===== src/rtl/serial_pkg.sv =====
// serial_pkg: register offsets and STATUS/CTRL bit positions shared by the serial FIFO buffer.
package serial_pkg;
  typedef enum logic [2:0] {
    REG_STATUS,
    REG_RX_DATA,
    REG_RX_COUNT,
    REG_TX_DATA,
    REG_TX_COUNT,
    REG_CTRL
  } reg_e;
  localparam int ST_RX_NOT_EMPTY = 0;
  localparam int ST_TX_NOT_FULL = 1;
  localparam int ST_RX_OVF = 2;
  localparam int ST_TX_OVF = 3;
  localparam int ST_TX_EMPTY = 4;
  localparam int CT_CLR_RX_OVF = 0;
  localparam int CT_CLR_TX_OVF = 1;
  localparam int CT_FLUSH_RX = 2;
  localparam int CT_FLUSH_TX = 3;
  localparam int CT_IE_RX = 4;
  localparam int CT_IE_TX = 5;
endpackage


===== src/rtl/sync_fifo.sv =====
// sync_fifo: power-of-two synchronous FIFO with flush, occupancy count and combinational head.
module sync_fifo #(
  parameter int WIDTH = 8,
  parameter int DEPTH = 16
) (
  input  logic                     clock,
  input  logic                     reset,
  input  logic                     push,
  input  logic                     pop,
  input  logic                     flush,
  input  logic [WIDTH-1:0]         din,
  output logic                     full,
  output logic                     empty,
  output logic [$clog2(DEPTH):0]   count,
  output logic [WIDTH-1:0]         head
);
  localparam int AW = $clog2(DEPTH);
  localparam int CW = AW + 1;
  logic [WIDTH-1:0] mem [DEPTH];
  logic [AW-1:0] wr_ptr, rd_ptr;
  logic do_push, do_pop;
  assign empty = count == '0;
  assign full = count == CW'(DEPTH);
  assign do_pop = pop & !empty;
  // a push into a full FIFO is accepted only when the head leaves on the same edge
  assign do_push = push & (!full | do_pop);
  assign head = mem[rd_ptr];
  always_ff @(posedge clock or negedge reset)
    if (!reset) begin
      wr_ptr <= '0;
      rd_ptr <= '0;
      count <= '0;
    end else if (flush) begin
      wr_ptr <= '0;
      rd_ptr <= '0;
      count <= '0;
    end else begin
      wr_ptr <= wr_ptr + AW'(do_push);
      rd_ptr <= rd_ptr + AW'(do_pop);
      count <= count + CW'(do_push) - CW'(do_pop);
    end
  always_ff @(posedge clock)
    if (do_push & !flush) mem[wr_ptr] <= din;
endmodule


===== src/rtl/serial_fifo_buffer.sv =====
// serial_fifo_buffer: memory-mapped RX/TX character FIFOs bridging a CPU bus to a serial link.
module serial_fifo_buffer
  import serial_pkg::*;
#(
  parameter logic [15:0] MEM_ADDR = 16'hffff,
  parameter int DATA_W = 8,
  parameter int RX_DEPTH = 16,
  parameter int TX_DEPTH = 16
) (
  input  logic              clock,
  input  logic              reset,
  input  logic [31:0]       addr_in,
  output logic [31:0]       data_out,
  input  logic              re_in,
  input  logic [31:0]       data_in,
  input  logic              we_in,
  input  logic              s_data_valid_in,
  input  logic [DATA_W-1:0] s_data_in,
  output logic              s_rden_out,
  input  logic              s_data_ready_in,
  output logic [DATA_W-1:0] s_data_out,
  output logic              s_wren_out,
  output logic              irq_out
);
  localparam int RCW = $clog2(RX_DEPTH) + 1;
  localparam int TCW = $clog2(TX_DEPTH) + 1;
  logic sel, ctrl_we, flush_rx, flush_tx, rx_pop, tx_wr, tx_pop;
  logic rx_full, rx_empty, tx_full, tx_empty;
  logic rx_ovf, tx_ovf, ie_rx, ie_tx;
  logic [2:0] off;
  logic [RCW-1:0] rx_count;
  logic [TCW-1:0] tx_count;
  logic [DATA_W-1:0] rx_head, tx_head;
  logic [31:0] status;
  logic unused;
  assign unused = ^{addr_in[15:5], addr_in[1:0], data_in};
  assign sel = addr_in[31:16] == MEM_ADDR;
  assign off = addr_in[4:2];
  assign ctrl_we = sel & we_in & off == REG_CTRL;
  assign flush_rx = ctrl_we & data_in[CT_FLUSH_RX];
  assign flush_tx = ctrl_we & data_in[CT_FLUSH_TX];
  assign rx_pop = sel & re_in & off == REG_RX_DATA & !rx_empty;
  assign s_rden_out = s_data_valid_in & (!rx_full | rx_pop);
  assign tx_wr = sel & we_in & off == REG_TX_DATA;
  // a flush suppresses the drain so no character escapes from a FIFO being discarded
  assign tx_pop = !tx_empty & s_data_ready_in & !flush_tx;
  sync_fifo #(.WIDTH(DATA_W), .DEPTH(RX_DEPTH)) u_rx (
    .clock(clock), .reset(reset), .push(s_rden_out), .pop(rx_pop), .flush(flush_rx),
    .din(s_data_in), .full(rx_full), .empty(rx_empty), .count(rx_count), .head(rx_head)
  );
  sync_fifo #(.WIDTH(DATA_W), .DEPTH(TX_DEPTH)) u_tx (
    .clock(clock), .reset(reset), .push(tx_wr), .pop(tx_pop), .flush(flush_tx),
    .din(data_in[DATA_W-1:0]), .full(tx_full), .empty(tx_empty), .count(tx_count), .head(tx_head)
  );
  always_comb begin
    status = '0;
    status[ST_RX_NOT_EMPTY] = !rx_empty;
    status[ST_TX_NOT_FULL] = !tx_full;
    status[ST_RX_OVF] = rx_ovf;
    status[ST_TX_OVF] = tx_ovf;
    status[ST_TX_EMPTY] = tx_empty;
  end
  assign data_out = off == REG_STATUS   ? status
                  : off == REG_RX_DATA  ? (rx_empty ? '0 : 32'(rx_head))
                  : off == REG_RX_COUNT ? 32'(rx_count)
                  : off == REG_TX_COUNT ? 32'(tx_count)
                  : off == REG_CTRL     ? {26'd0, ie_tx, ie_rx, 4'd0}
                  : '0;
  always_ff @(posedge clock or negedge reset)
    if (!reset) begin
      rx_ovf <= 1'b0;
      tx_ovf <= 1'b0;
      ie_rx <= 1'b0;
      ie_tx <= 1'b0;
      s_wren_out <= 1'b0;
      s_data_out <= '0;
      irq_out <= 1'b0;
    end else begin
      rx_ovf <= (s_data_valid_in & rx_full & !rx_pop) | (rx_ovf & !(ctrl_we & data_in[CT_CLR_RX_OVF]));
      tx_ovf <= (tx_wr & tx_full & !tx_pop) | (tx_ovf & !(ctrl_we & data_in[CT_CLR_TX_OVF]));
      if (ctrl_we) {ie_tx, ie_rx} <= {data_in[CT_IE_TX], data_in[CT_IE_RX]};
      s_wren_out <= tx_pop;
      if (tx_pop) s_data_out <= tx_head;
      irq_out <= (ie_rx & !rx_empty) | (ie_tx & tx_empty);
    end
endmodule


===== config.mk =====
export PLATFORM = sky130hd
export DESIGN_NAME = serial_fifo_buffer
export DESIGN_NICKNAME = d
export VERILOG_FILES = /design/src/rtl/serial_pkg.sv /design/src/rtl/sync_fifo.sv /design/src/rtl/serial_fifo_buffer.sv
export SDC_FILE = /design/constraint.sdc
export NUM_CORES = 1
export LEC_CHECK = 0
export BUFFER_PORTS_ARGS = -buffer_cell sky130_fd_sc_hd__buf_2
export CAP_MARGIN = 20
export CORE_ASPECT_RATIO = 2
export CORE_UTILIZATION = 30
export DETAILED_ROUTE_END_ITERATION = 10
export PLACE_DENSITY = 0.55
export SETUP_SLACK_MARGIN = 0.5
export SLEW_MARGIN = 0
export SYNTH_ARGS = -nofsm -noshare
export SYNTH_HDL_FRONTEND = slang
export SYNTH_SLANG_ARGS = --single-unit

===== constraint.sdc =====
create_clock -name clock -period 3.3 [get_ports clock]
set_input_delay 0.165 -clock clock [delete_from_list [all_inputs] [get_ports clock]]
set_output_delay 0.165 -clock clock [all_outputs]
set_load 0.01 [all_outputs]

**After elaboration in Yosys (flattened, before gate mapping)**

Memories as Yosys holds them, arrays and structs flattened. A register that Yosys moved wholly into a read port is not among the register bits.
Index checks and enable logic that the tools add are counted.

- Word-level logic and storage cells: 93
- Bits in writable memories: 256
- Bits in registers: 32
- Memories kept: 2
- Input bits: 78
- Bits in latches: 0
- Output and inout port bits: 43
- Memory bits (read-only): 0

Memory list:

| name | words | width | rd ports | clocked after memory_dff | write ports | line | source |
|---|---|---|---|---|---|---|---|
| u_rx.mem | 16 | 8 | 1 | 0 | 1 | sync_fifo.sv:19 | `logic [WIDTH-1:0] mem [DEPTH];` |
| u_tx.mem | 16 | 8 | 1 | 1 | 1 | sync_fifo.sv:19 |  |

- $lt $le $gt $ge: 0
- Shift operators: 0
- Divide/modulo/power cells: 0
- Eq/ne operators: 8
- Reductions and logical operators: 14
- $add $sub $neg: 8
- Multiplexer cells: 16
- Bitwise gates (word level): 33
- Multipliers: 0

Operators with widths:

| operator | number |
|---|---|
| $and 1x1->1 | 27 |
| $mux 8 | 3 |
| $mux 6 | 3 |
| $add 4x1->4 | 4 |
| $eq 16x16->1 const B | 1 |
| $mux 4 | 4 |
| $logic_not 1->1 | 11 |
| $add 5x1->5 | 2 |
| $eq 5x5->1 const B | 2 |
| $logic_not 5->1 | 2 |
| $mux 5 | 2 |
| $sub 5x1->5 | 2 |
| $eq 3x2->1 const B | 2 |
| $eq 3x3->1 const B | 2 |
| $or 1x1->1 | 6 |
| $mux 1 | 4 |
| $eq 3x1->1 const B | 1 |
| $logic_not 3->1 | 1 |

**Longest topological paths before layout**

- Depth in word-level cells: 12
- Gate-level depth with buffers: 14
- Mapped depth without buffers: 14

**Hierarchy**

Synthesis repeated with hierarchy kept, for this count alone.

- Cells, all modules: 693
- Area, all modules: 12592.1 um2

By module, submodules not included:

| module | instances | sequential area each (um2) | area an instance (um2) | cells an instance |
|---|---|---|---|---|
| sync_fifo at u_rx | 1 | 4169.0 | 5745.5 | 289 |
| sync_fifo at u_tx | 1 | 4169.0 | 5726.7 | 290 |
| serial_fifo_buffer | 1 | 350.3 | 1119.8 | 114 |

**Least setup slack after synthesis**

No wires, ideal clock.

- Path type: register to register
- From: reg u_rx.count[3]
- To: reg u_rx.count[4]
- Clock period less this slack: 2.906 ns
- Library setup time: 0.077 ns
- Slack: 0.394 ns
- Cell stages (with the launch flop): 13
- Data required time: 3.223 ns
- Data arrival time: 2.829 ns
- Buffers on the path: 0
- Cell sequence: dfrtp_1 inv_1 ha_1 nor4b_2 nor3_2 a31oi_2 nor2b_1 ha_1 fa_1 a21oi_1 nor2_1 or3_1 a21oi_1

- Longest elaborated chain between the ends: 9
- Elaborated cells on any way between the ends: 13
- Classes of those cells: 2 x add/sub; 1 x eq/ne; 1 x mux; 6 x bitwise; 3 x reduce/logical

RTL lines:

| element | line | source |
|---|---|---|
| start: declaration | sync_fifo.sv:14 | `output logic [$clog2(DEPTH):0] count,` |
| start signal: assignment | sync_fifo.sv:40 | `count <= count + CW'(do_push) - CW'(do_pop);` |
| $logic_not 5->1 | sync_fifo.sv:22 | `assign empty = count == '0;` |
| $logic_not 1->1 | sync_fifo.sv:24, serial_fifo_buffer.sv:42 |  |
| $and 1x1->1 | serial_fifo_buffer.sv:42 | `assign rx_pop = sel & re_in & off == REG_RX_DATA & !rx_empty;` |
| $or 1x1->1 or $and 1x1->1 (tied branches) | serial_fifo_buffer.sv:43, sync_fifo.sv:24 |  |
| $and 1x1->1 or $or 1x1->1 (tied branches) | serial_fifo_buffer.sv:43, sync_fifo.sv:26 |  |
| $and 1x1->1 | sync_fifo.sv:26 | `assign do_push = push & (!full \| do_pop);` |
| $add 5x1->5 | sync_fifo.sv:40 |  |
| $sub 5x1->5 (*) | sync_fifo.sv:40 |  |
| $mux 5 (*) | sync_fifo.sv:33 | `end else if (flush) begin` |

Every way passes the cells marked *; elsewhere a longest branch is shown, timed or not.
A chain may end at the register's enable or synchronous reset.

**Final worst setup path**

- From: reg u_rx.rd_ptr[0]
- To: out data_out[1]

- Longest elaborated chain between the ends: 4

RTL lines:

| element | line | source |
|---|---|---|
| start: declaration | sync_fifo.sv:20 | `logic [AW-1:0] wr_ptr, rd_ptr;` |
| start signal: assignment | sync_fifo.sv:39 | `rd_ptr <= rd_ptr + AW'(do_pop);` |
| $mem_v2 16x8 | -- |  |
| $mux 8 (2 in series) | serial_fifo_buffer.sv:64 | `: off == REG_RX_DATA ? (rx_empty ? '0 : 32'(rx_head))` |
| $mux 8 | serial_fifo_buffer.sv:63 | `assign data_out = off == REG_STATUS ? status` |
| end: declaration | serial_fifo_buffer.sv:13 | `output logic [31:0] data_out,` |

No other way between the ends.

==> impl_metrics.tcl <==
set metrics [dict create \
    n_fill_cell 3827 \
    finalHoldViolCount 0 \
    whs_ns 0.0152 \
    timing.critical_path.buf_inv 2 \
    irDropWorstVdd_mv 0.484 \
    cts.reportedPaths.clkPinSlew_ns 0.07 \
    cts_sinks 296 \
    antenna_left 0 \
    maxCapViolations 0 \
    dr.pass1.iters 4 \
    antenna_found_initial 2 \
    cp-start-kind "flip-flop" \
    min_from "data_in[6]" \
    r2r_slack_ns 0.51 \
    routed_wl_mm 28.8 \
    port_buffers 59 \
    wl_met3_microns 973 \
    r2r-end "u_rx.count[4]" \
    synth-main-ff-cell "edfxtp_1" \
    area_delta_synth_final_pct 21.5 \
    r2r_cells 13 \
    cp_slowest_stage_delay_ns 0.50 \
    h-tree-depth 1 \
    synth_edf_count 256 \
    synth_seq_cells 296 \
    dieArea_sq_mm 0.0426 \
    avgRoutedWirePerCell_microns 20.7 \
    slew_headroom_pct 50.5 \
    skew_ns 0.0166 \
    cts_tree "done" \
    nets 934 \
    chipWidth_microns 146 \
    worstHoldPathCells 1 \
    outcome "finished, final reports clean" \
    fmax_mhz 359 \
    holdPathEnd "u_tx.mem[8][6]" \
    viasPerCell 4.74 \
    start_util_pct 30.4 \
    pin_count 121 \
    clk_latency_ns 0.56 \
    netlist_instances 701 \
    crit_top_cell "mux4_2" \
    utilization_pct 36.9 \
    worst_slack_ns 0.512 \
    netlist_area_sq_mm 0.0125 \
    syn_avg_cell_area_sq_um 17.8 \
    grt_pass1_wl_mm 43.4 \
    seq_area_frac_synth_pct 69.5 \
    rsz0062_at_grt "true" \
    power.density_mw_per_mm2 692 \
    r2r_start "u_rx.count[3]" \
    grt_max_degree 35 \
    overflow 0 \
    yosys_warnings 0 \
    synth-async-reset-ratio_pct 13.5 \
    clock_path_buffers 3 \
    tightestPinTransition_ns 0.742 \
    cellLeakagePower_nw 5.23 \
    critical_path.max_fanout 4 \
    crit_required_ns 3.13 \
    grtUsageTotal_pct 13.7 \
    drive_above_1_share_pct 35.7 \
    criticalPathCategory "reg2out" \
    met2_length_mm 17.3 \
    setup_viol 0 \
    path_cells "bufbuf_16, mux4_2, mux4_2, nand2_1, o21ai_1, buf_2" \
    rows 105 \
    design.core.area_sq_mm 0.0411 \
    cts_made_buffers 28 \
    hpwl_mm 20.3 \
    crit_arrival_ns 2.62 \
    post-route-period-util_pct 84.5 \
    routabilityCongestion 0.754 \
    end_kind "output port" \
    cp_top_family "multiplexers" \
    die_y_microns 291 \
    hold_class "in2reg" \
    slew_viol_final 0 \
    min_period_ns 2.79 \
    top_layer_used "met5" \
    clock-root-buffer "clkbuf_16" \
    drc 0 \
    first_global_vias 7087 \
    cpMaxStageDelayCell "mux4_2" \
    yosysUniqueCellTypes 53 \
    vias 6608 \
    pre_cts_slack_ns 0.317 \
    wl_met1_mm 9.80 \
    tns_ns 0 \
    dr.first_iter.drc_count 350 \
]
==> kinds of logic after synthesis <==
| kind of cell | Yosys count | synth area share (%) |
|---|---|---|
| flip-flops | 296 | 69.5 |
| AND/OR/NAND/NOR | 159 | 7.46 |
| multiplexers | 85 | 13.7 |
| buffers and inverters | 78 | 3.38 |
| AO/OA/AOI/OAI | 47 | 2.70 |
| adder cells (fa/ha/maj) | 22 | 2.32 |
| XOR/XNOR | 13 | 0.911 |
| other | 1 | 0.0300 |
==> layer usage <==
metal | global-route usage, % | vias to the layer above
li1 | - | 2994
met3 | 1.63 | 46
met1 | 13.5 | 3401
met2 | 28.6 | 165
met5 | 0 | -
met4 | 4.40 | 2
==> cell usage after synthesis, drive strengths merged (2+ instances only) <==
cell / n / area share (%)
nor2b: 24 / 1.2
and3: 4 / 0.20
clkbuf: 17 / 0.51
or3: 4 / 0.20
fa: 2 / 0.32
o221ai: 2 / 0.14
nor2: 22 / 0.66
dfrtp: 40 / 8.0
mux2i: 7 / 0.56
nor3: 15 / 0.64
mux4: 68 / 12
edfxtp: 256 / 61
mux2: 10 / 0.90
buf: 41 / 2.3
a21o: 2 / 0.12
nand2b: 6 / 0.30
nand2: 30 / 0.90
a21oi: 8 / 0.32
nand3: 11 / 0.44
o21ai: 3 / 0.12
nor4b: 18 / 1.4
nand4: 9 / 0.50
nor4: 7 / 0.52
ha: 20 / 2.0
a22oi: 20 / 1.2
o22ai: 3 / 0.15
inv: 20 / 0.60
xnor2: 7 / 0.49
a31oi: 3 / 0.25
and2: 4 / 0.20
xor2: 6 / 0.42
==> registers in the layout (all words and copies together), names as in the netlist <==
name	count
tx_ovf	1
u_tx.count	5
u_tx.rd_ptr	4
u_tx.mem	128
u_rx.rd_ptr	4
u_tx.wr_ptr	4
s_wren_out	1
ie_tx	1
u_rx.wr_ptr	4
u_rx.mem	128
u_rx.count	5
irq_out	1
ie_rx	1
s_data_out	8
rx_ovf	1
==> worst max-delay path by stage <==
stage | slack (ns) | cells past startpoint | end | from
after floorplan | 0.52 | 13 | u_rx.count[4] | u_rx.count[3]
after global placement | 0.33 | 13 | u_rx.count[4] | u_rx.count[3]
after detailed placement | 0.32 | 13 | u_rx.count[4] | u_rx.count[3]
after CTS | 0.47 | 13 | u_rx.count[4] | u_rx.count[2]
after global routing | 0.41 | 13 | u_rx.count[4] | u_rx.count[2]
final | 0.51 | 6 | data_out[1] | u_rx.rd_ptr[0]
==> layout by cell type (no fill, tap or decap), types with 13 or more instances in the layout <==
cell	instances
dlygate4sd3_1	13
nor4b_2	16
nor2b_1	23
buf_4	58
buf_2	59
nand2_1	30
mux4_2	68
clkbuf_16	30
ha_1	17
edfxtp_1	256
nor2_1	21
conb_1	24
a22oi_1	20
dfrtp_1	38
nor3_1	14
inv_1	16
==> power by group <==
group          internal, W  switching, W  total (W)  leakage (nW)
Combinational      0.00119       0.00124    0.00243          1.95
Clock              0.00197       0.00142    0.00339         0.480
Sequential         0.00441      0.000281    0.00469          2.80
Total              0.00757       0.00294     0.0105          5.23
==> layout make-up <==
cell class	count	area, sq um	area share (%)
diodes	2	5.00	0.0329
clock buffers	35	800	5.26
clock inverters	17	193	1.27
inverters	20	75.1	0.494
multi-input cells	350	3720	24.5
flip-flops and latches	296	8690	57.2
well taps	535	669	4.41
repair buffers	138	1040	6.84
==> stage by stage <==
step | cell area [sq um] | cells | total power, W
2_1_floorplan | 12600 | 724 | 0.00627
3_3_place_gp | 13800 | 1309 | 0.00702
3_5_place_dp | 13800 | 1309 | 0.00707
4_1_cts | 15100 | 1386 | 0.0105
5_1_grt | 15200 | 1392 | 0.0110
6_report | 15200 | 1393 | 0.0105
==> timing repair <==
item	CTS	global route
buffers inserted	9	5
setup endpoints to repair	5	10
gates cloned	3	0
hold endpoints to repair	160	0
pin swaps	2	2
hold buffers	13	0
resized for setup	10	17
(Power assumes the default switching activity.)
